**src/rtl/phy_pkg.sv**
```systemverilog
// Shared PHY definitions: idle/comma byte, lock depth and alignment state encoding.
// Used by both the par-to-serial stage and the serial-to-parallel aligner.
package phy_pkg;

    localparam int unsigned BYTE_W             = 8;
    localparam int unsigned BIT_CNT_W          = 3;
    localparam logic [BYTE_W-1:0] COMMA_DEFAULT = 8'hBC;
    localparam int unsigned LOCK_COUNT_DEFAULT = 4;

    typedef enum logic [1:0] {
        SEARCH  = 2'd0,
        LOCKING = 2'd1,
        ACTIVE  = 2'd2
    } align_state_e;

    // Byte captured at a boundary, with its payload/idle qualifier.
    typedef struct packed {
        logic [BYTE_W-1:0] data;
        logic              valid;
    } rx_byte_t;

endpackage

```
**src/rtl/serial_align_s2p.sv**
```systemverilog
// Serial-to-parallel converter with COMMA-based byte alignment on the bit clock.
// Locks after LOCK_COUNT boundary-aligned COMMAs; emits bytes one cycle after their last bit.
module serial_align_s2p
    import phy_pkg::*;
#(
    parameter logic [7:0]  COMMA      = COMMA_DEFAULT,
    parameter int unsigned LOCK_COUNT = LOCK_COUNT_DEFAULT
) (
    input  logic       clk32f,
    input  logic       reset,
    input  logic       data_in,
    output logic [7:0] data_out,
    output logic       valid_out,
    output logic       active,
    output logic       byte_strobe
);

    localparam int unsigned CCNT_W = $clog2(LOCK_COUNT + 1);

    align_state_e          state_q, state_d;
    logic [BYTE_W-1:0]     shift_q, shift_d;
    logic [BIT_CNT_W-1:0]  bit_cnt_q, bit_cnt_d;
    logic [CCNT_W-1:0]     comma_cnt_q, comma_cnt_d;
    logic [CCNT_W-1:0]     comma_inc_c;
    rx_byte_t              cap_q, cap_d;
    logic                  cap_rdy_q, cap_rdy_d;
    logic [BYTE_W-1:0]     data_out_q, data_out_d;
    logic                  valid_out_q, valid_out_d;
    logic                  strobe_q, strobe_d;
    logic                  active_q, active_d;
    logic                  boundary_c;
    logic                  is_comma_c;

    // Next-state, alignment and output-stage logic
    always_comb begin
        state_d     = state_q;
        shift_d     = {shift_q[BYTE_W-2:0], data_in};
        bit_cnt_d   = bit_cnt_q + BIT_CNT_W'(1);
        comma_cnt_d = comma_cnt_q;
        cap_d       = cap_q;
        cap_rdy_d   = 1'b0;
        data_out_d  = data_out_q;
        valid_out_d = valid_out_q;
        strobe_d    = 1'b0;
        active_d    = (state_q == ACTIVE);

        boundary_c  = (bit_cnt_q == BIT_CNT_W'(7));
        is_comma_c  = (shift_d == COMMA);
        comma_inc_c = comma_cnt_q + CCNT_W'(1);

        unique case (state_q)
            SEARCH: begin
                // First COMMA anywhere fixes the byte phase at this edge
                if (is_comma_c) begin
                    bit_cnt_d   = '0;
                    comma_cnt_d = CCNT_W'(1);
                    state_d     = (LOCK_COUNT <= 1) ? ACTIVE : LOCKING;
                end
            end
            LOCKING: begin
                if (boundary_c) begin
                    if (is_comma_c) begin
                        comma_cnt_d = comma_inc_c;
                        if (comma_inc_c == CCNT_W'(LOCK_COUNT)) begin
                            state_d = ACTIVE;
                        end
                    end else begin
                        comma_cnt_d = '0;
                        state_d     = SEARCH;
                    end
                end
            end
            ACTIVE: begin
                // Lock is sticky; COMMA payload bytes are just idles
                if (boundary_c) begin
                    cap_d.data  = shift_d;
                    cap_d.valid = !is_comma_c;
                    cap_rdy_d   = 1'b1;
                end
            end
            default: begin
                state_d = SEARCH;
            end
        endcase

        if (cap_rdy_q) begin
            data_out_d  = cap_q.data;
            valid_out_d = cap_q.valid;
            strobe_d    = 1'b1;
        end
    end

    always_ff @(posedge clk32f or negedge reset) begin
        if (!reset) begin
            state_q     <= SEARCH;
            shift_q     <= '0;
            bit_cnt_q   <= '0;
            comma_cnt_q <= '0;
            cap_q       <= '0;
            cap_rdy_q   <= 1'b0;
            data_out_q  <= '0;
            valid_out_q <= 1'b0;
            strobe_q    <= 1'b0;
            active_q    <= 1'b0;
        end else begin
            state_q     <= state_d;
            shift_q     <= shift_d;
            bit_cnt_q   <= bit_cnt_d;
            comma_cnt_q <= comma_cnt_d;
            cap_q       <= cap_d;
            cap_rdy_q   <= cap_rdy_d;
            data_out_q  <= data_out_d;
            valid_out_q <= valid_out_d;
            strobe_q    <= strobe_d;
            active_q    <= active_d;
        end
    end

    assign data_out    = data_out_q;
    assign valid_out   = valid_out_q;
    assign byte_strobe = strobe_q;
    assign active      = active_q;

endmodule

```
**config.mk**
```make
export PLATFORM = sky130hd
export DESIGN_NAME = serial_align_s2p
export DESIGN_NICKNAME = d
export VERILOG_FILES = /design/src/rtl/phy_pkg.sv /design/src/rtl/serial_align_s2p.sv
export SDC_FILE = /design/constraint.sdc
export NUM_CORES = 1
export LEC_CHECK = 0
export BUFFER_PORTS_ARGS = -buffer_cell sky130_fd_sc_hd__buf_4
export CAP_MARGIN = 15
export CORE_MARGIN = 2
export CORE_UTILIZATION = 51
export DETAILED_ROUTE_END_ITERATION = 16
export PLACE_DENSITY = 0.8
export REMOVE_ABC_BUFFERS = 1
export SLEW_MARGIN = 40
export SYNTH_ARGS = -nofsm -noshare
export SYNTH_HDL_FRONTEND = slang
export SYNTH_SLANG_ARGS = --single-unit
```
**constraint.sdc**
```tcl
create_clock -name clk32f -period 1.4 [get_ports clk32f]
set_input_delay 0.14 -clock clk32f [delete_from_list [all_inputs] [get_ports clk32f]]
set_output_delay 0.14 -clock clk32f [all_outputs]
set_load 0.02 [all_outputs]
```
==> impl_metrics.yaml <==
pwr:
  vdd_drop_max_mv: 0.931
  power.leakage_nw: 0.834
  power.density_nw_per_um2: 975
cts:
  cts-root-buf: "clkbuf_4"
  clock_path_buffers: 2
  cts.reportedPaths.clkPinSlew_ns: 0.10
  cts.htree.levels: 2
  cts_tree: "done"
  clock_latency_ns: 0.33
  numCtsBuffers: 5
  cts.sinks: 36
global_route:
  antenna_found_initial: 0
  grt_pass1_vias: 949
  grt_pass1_wl_mm: 4.23
  gr-usage-all-layers: 0.177
  gr-total-overflow: 0
  grt_max_degree: 37
die:
  ios: 14
  fp.dieH_um: 56.4
  dieArea_um2: 3190
  rows: 19
  fp.coreArea_um2: 2690
  die_w_um: 56.4
  start_util: 0.522
placed_design:
  place.gp.congestion: 0.953
  placed_cells: 150
  place_ws_ns: -0.129
  io_buffer_count: 13
  placed_area_um2: 1630
  hpwlAfterDp_mm: 1.58
sta:
  rsz0062_at_grt: "true"
  finalSetupViolCount: 9
  slew_viol_final: 0
  fmax_mhz: 683
  worstMarginPinSlew_ns: 0.438
  post-route-period-util: 1.05
  hold_viol: 0
  finalSetupTns_ns: -0.435
  setup_ws_ns: -0.0647
  slew_headroom: 0.708
  finClkSkew_ns: 0.00566
  finalCriticalPeriod_ns: 1.46
critical_path:
  path_class: "flop to flop"
  path_delay_family: "flip-flops"
  critPathMaxFanout: 6
  slowest_stage: "dfrtp_1"
  crit_buf_inv: 1
  worst_ep_arrival_time_ns: 1.69
  crit_path_end_kind: "flop"
  crit_top_cell: "ha_4"
  startpoint_type: "flop"
  cpPeakStageDelay_ns: 0.42
  cp.required_ns: 1.62
  path_cells: "ha_4 > ha_4 > nand3b_1 > buf_6 > mux2_4"
yosys:
  ys_ff_latch: 36
  yosysSeqAreaShare: 0.642
  ys.flop_type: "dfrtp_1"
  synth_top_area_share: 0.642
  yosysMostFrequentCell: "dfrtp_1"
  syn_area_um2: 1400
  synthDistinctLibCells: 29
  synth_edf_count: 0
  synth-async-reset-ratio: 1.00
  syn_inst: 97
  syn_avg_cell_area_um2: 14.5
  yosysWarningCount: 0
  synth_top_cell_by_area: "dfrtp_1"
  synth.top_cells.by_count: "dfrtp_1, mux2_2, ha_1"
  yosys-top-cells-area: "dfrtp_1, mux2_2, ha_1"
cells_and_area:
  finalNonFillerCells: 163
  design_area_um2: 1850
  area_delta_synth_final_pct: 31.9
  drive_gt1_frac: 0.470
  num_antenna_cells: 0
  nNetsFinal: 139
status:
  violations: "negative setup slack"
  status: "finished, violations left"
detailed_routing:
  vias: 891
  first_iter_violations: 20
  avgRoutedWirePerCell_um: 15.1
  vias_per_cell: 5.47
  finalWirelength_mm: 2.46
  drcViolationCount: 0
  firstDrtPassIters: 4
  antenna_left: 0
hold_path:
  min_path_type: "primary input to flop"
job:
  maxCapViolCount: 0
worst paths after layout:
| kind | start | to | slack (ns) | depth (start not counted) |
|---|---|---|---|---|
| setup / recovery | bit_cnt_q[0]$_DFF_PN0_ | cap_q[5]$_DFFE_PN0P_ | -0.06 | 5 |
| hold / removal | data_in | cap_q[1]$_DFFE_PN0P_ | 0.06 | 2 |
| setup reg to reg | bit_cnt_q[0]$_DFF_PN0_ | cap_q[5]$_DFFE_PN0P_ | -0.06 | 5 |
| hold reg to reg | shift_q[0]$_DFF_PN0_ | shift_q[1]$_DFF_PN0_ | 0.43 | 0 |
| max in group asynchronous | reset | comma_cnt_q[0]$_DFFE_PN0P_ | 0.80 | 2 |
| min in group asynchronous | reset | data_out[3]$_DFFE_PN0P_ | 0.28 | 2 |
metrics by stage:
step	total power [mW]	hold slack (ns)	util
after floorplan	1.15	-0.156	-
after global placement	1.20	0.110	0.606
after detailed placement	1.21	0.119	0.606
after CTS	1.82	0.0413	0.685
after global routing	1.88	0.0455	0.689
final	1.80	0.0626	0.689
cells by family (layout without fill, tap and decap cells):
group / count (synthesis) / count (layout) / synth area share
AO/OA/AOI/OAI: 14 / 14 / 0.0678
XOR/XNOR: 1 / 1 / 0.00625
adder cells (fa/ha/maj): 4 / 4 / 0.0357
buffers and inverters: 5 / 40 / 0.0143
flip-flops: 36 / 36 / 0.642
multiplexers: 18 / 18 / 0.144
AND/OR/NAND/NOR: 19 / 19 / 0.0901
power breakdown:
group / internal [mW] / switching, mW / leakage [nW] / total (mW)
registers: 1.07 / 0.0231 / 0.414 / 1.10
logic: 0.0556 / 0.0501 / 0.383 / 0.106
clock network: 0.285 / 0.318 / 0.0374 / 0.603
worst reg2reg max path, delay by kind of cell (launching register included):
family                     cells  cell delay, ns
and+or+nand+nor                1            0.13
buffers and inverters          1            0.17
muxes                          1            0.31
adders and majority gates      2            0.33
DFF                            1            0.42
sequential cells by signal, summed over array words and instances, names as in the netlist:
register,count
active,1
shift_q,7
data_out,8
state_q,2
byte_strobe,1
cap_q,9
cap_rdy_q,1
valid_out,1
bit_cnt_q,3
comma_cnt_q,3
metal layers:
layer,track usage,wire length (µm),vias up
li1,-,-,418
met1,0.211,1070,447
met2,0.287,1230,17
met3,0.0645,100,9
met4,0.0748,59,0
met5,0,0,-
layout by cell type, fill, tap and decap left out, types with 2 or more instances in the layout:
cell and instances:
dfrtp_1 36, buf_4 25, mux2_2 9, mux2_4 8, clkbuf_4 5, buf_6 4
nor2_1 3, nand2b_1 3, ha_4 3, a21boi_0 2, a21oi_1 2, inv_1 2
nand2_1 2, o21ai_1 2, o211ai_1 2, clkbuf_8 2, dlygate4sd3_1 2
layout make-up:
class / instances / area [µm²]
Clock buffer: 7 / 65.1
Fill cell: 183 / 836
Inverter: 2 / 7.51
Multi-Input combinational cell: 56 / 586
Sequential cell: 36 / 901
Tap cell: 31 / 38.8
Timing Repair Buffer: 31 / 253
repair_timing:
item | CTS | global route
hold buffers | 2 | 0
cloned | 1 | 0
endpoints found under the setup margin | 12 | 12
endpoints found under the hold margin | 37 | 0
gates resized for setup | 17 | 9
setup buffers | 5 | 0
pin swaps | 7 | 3
No activity file was read; power rests on OpenSTA's default activity.
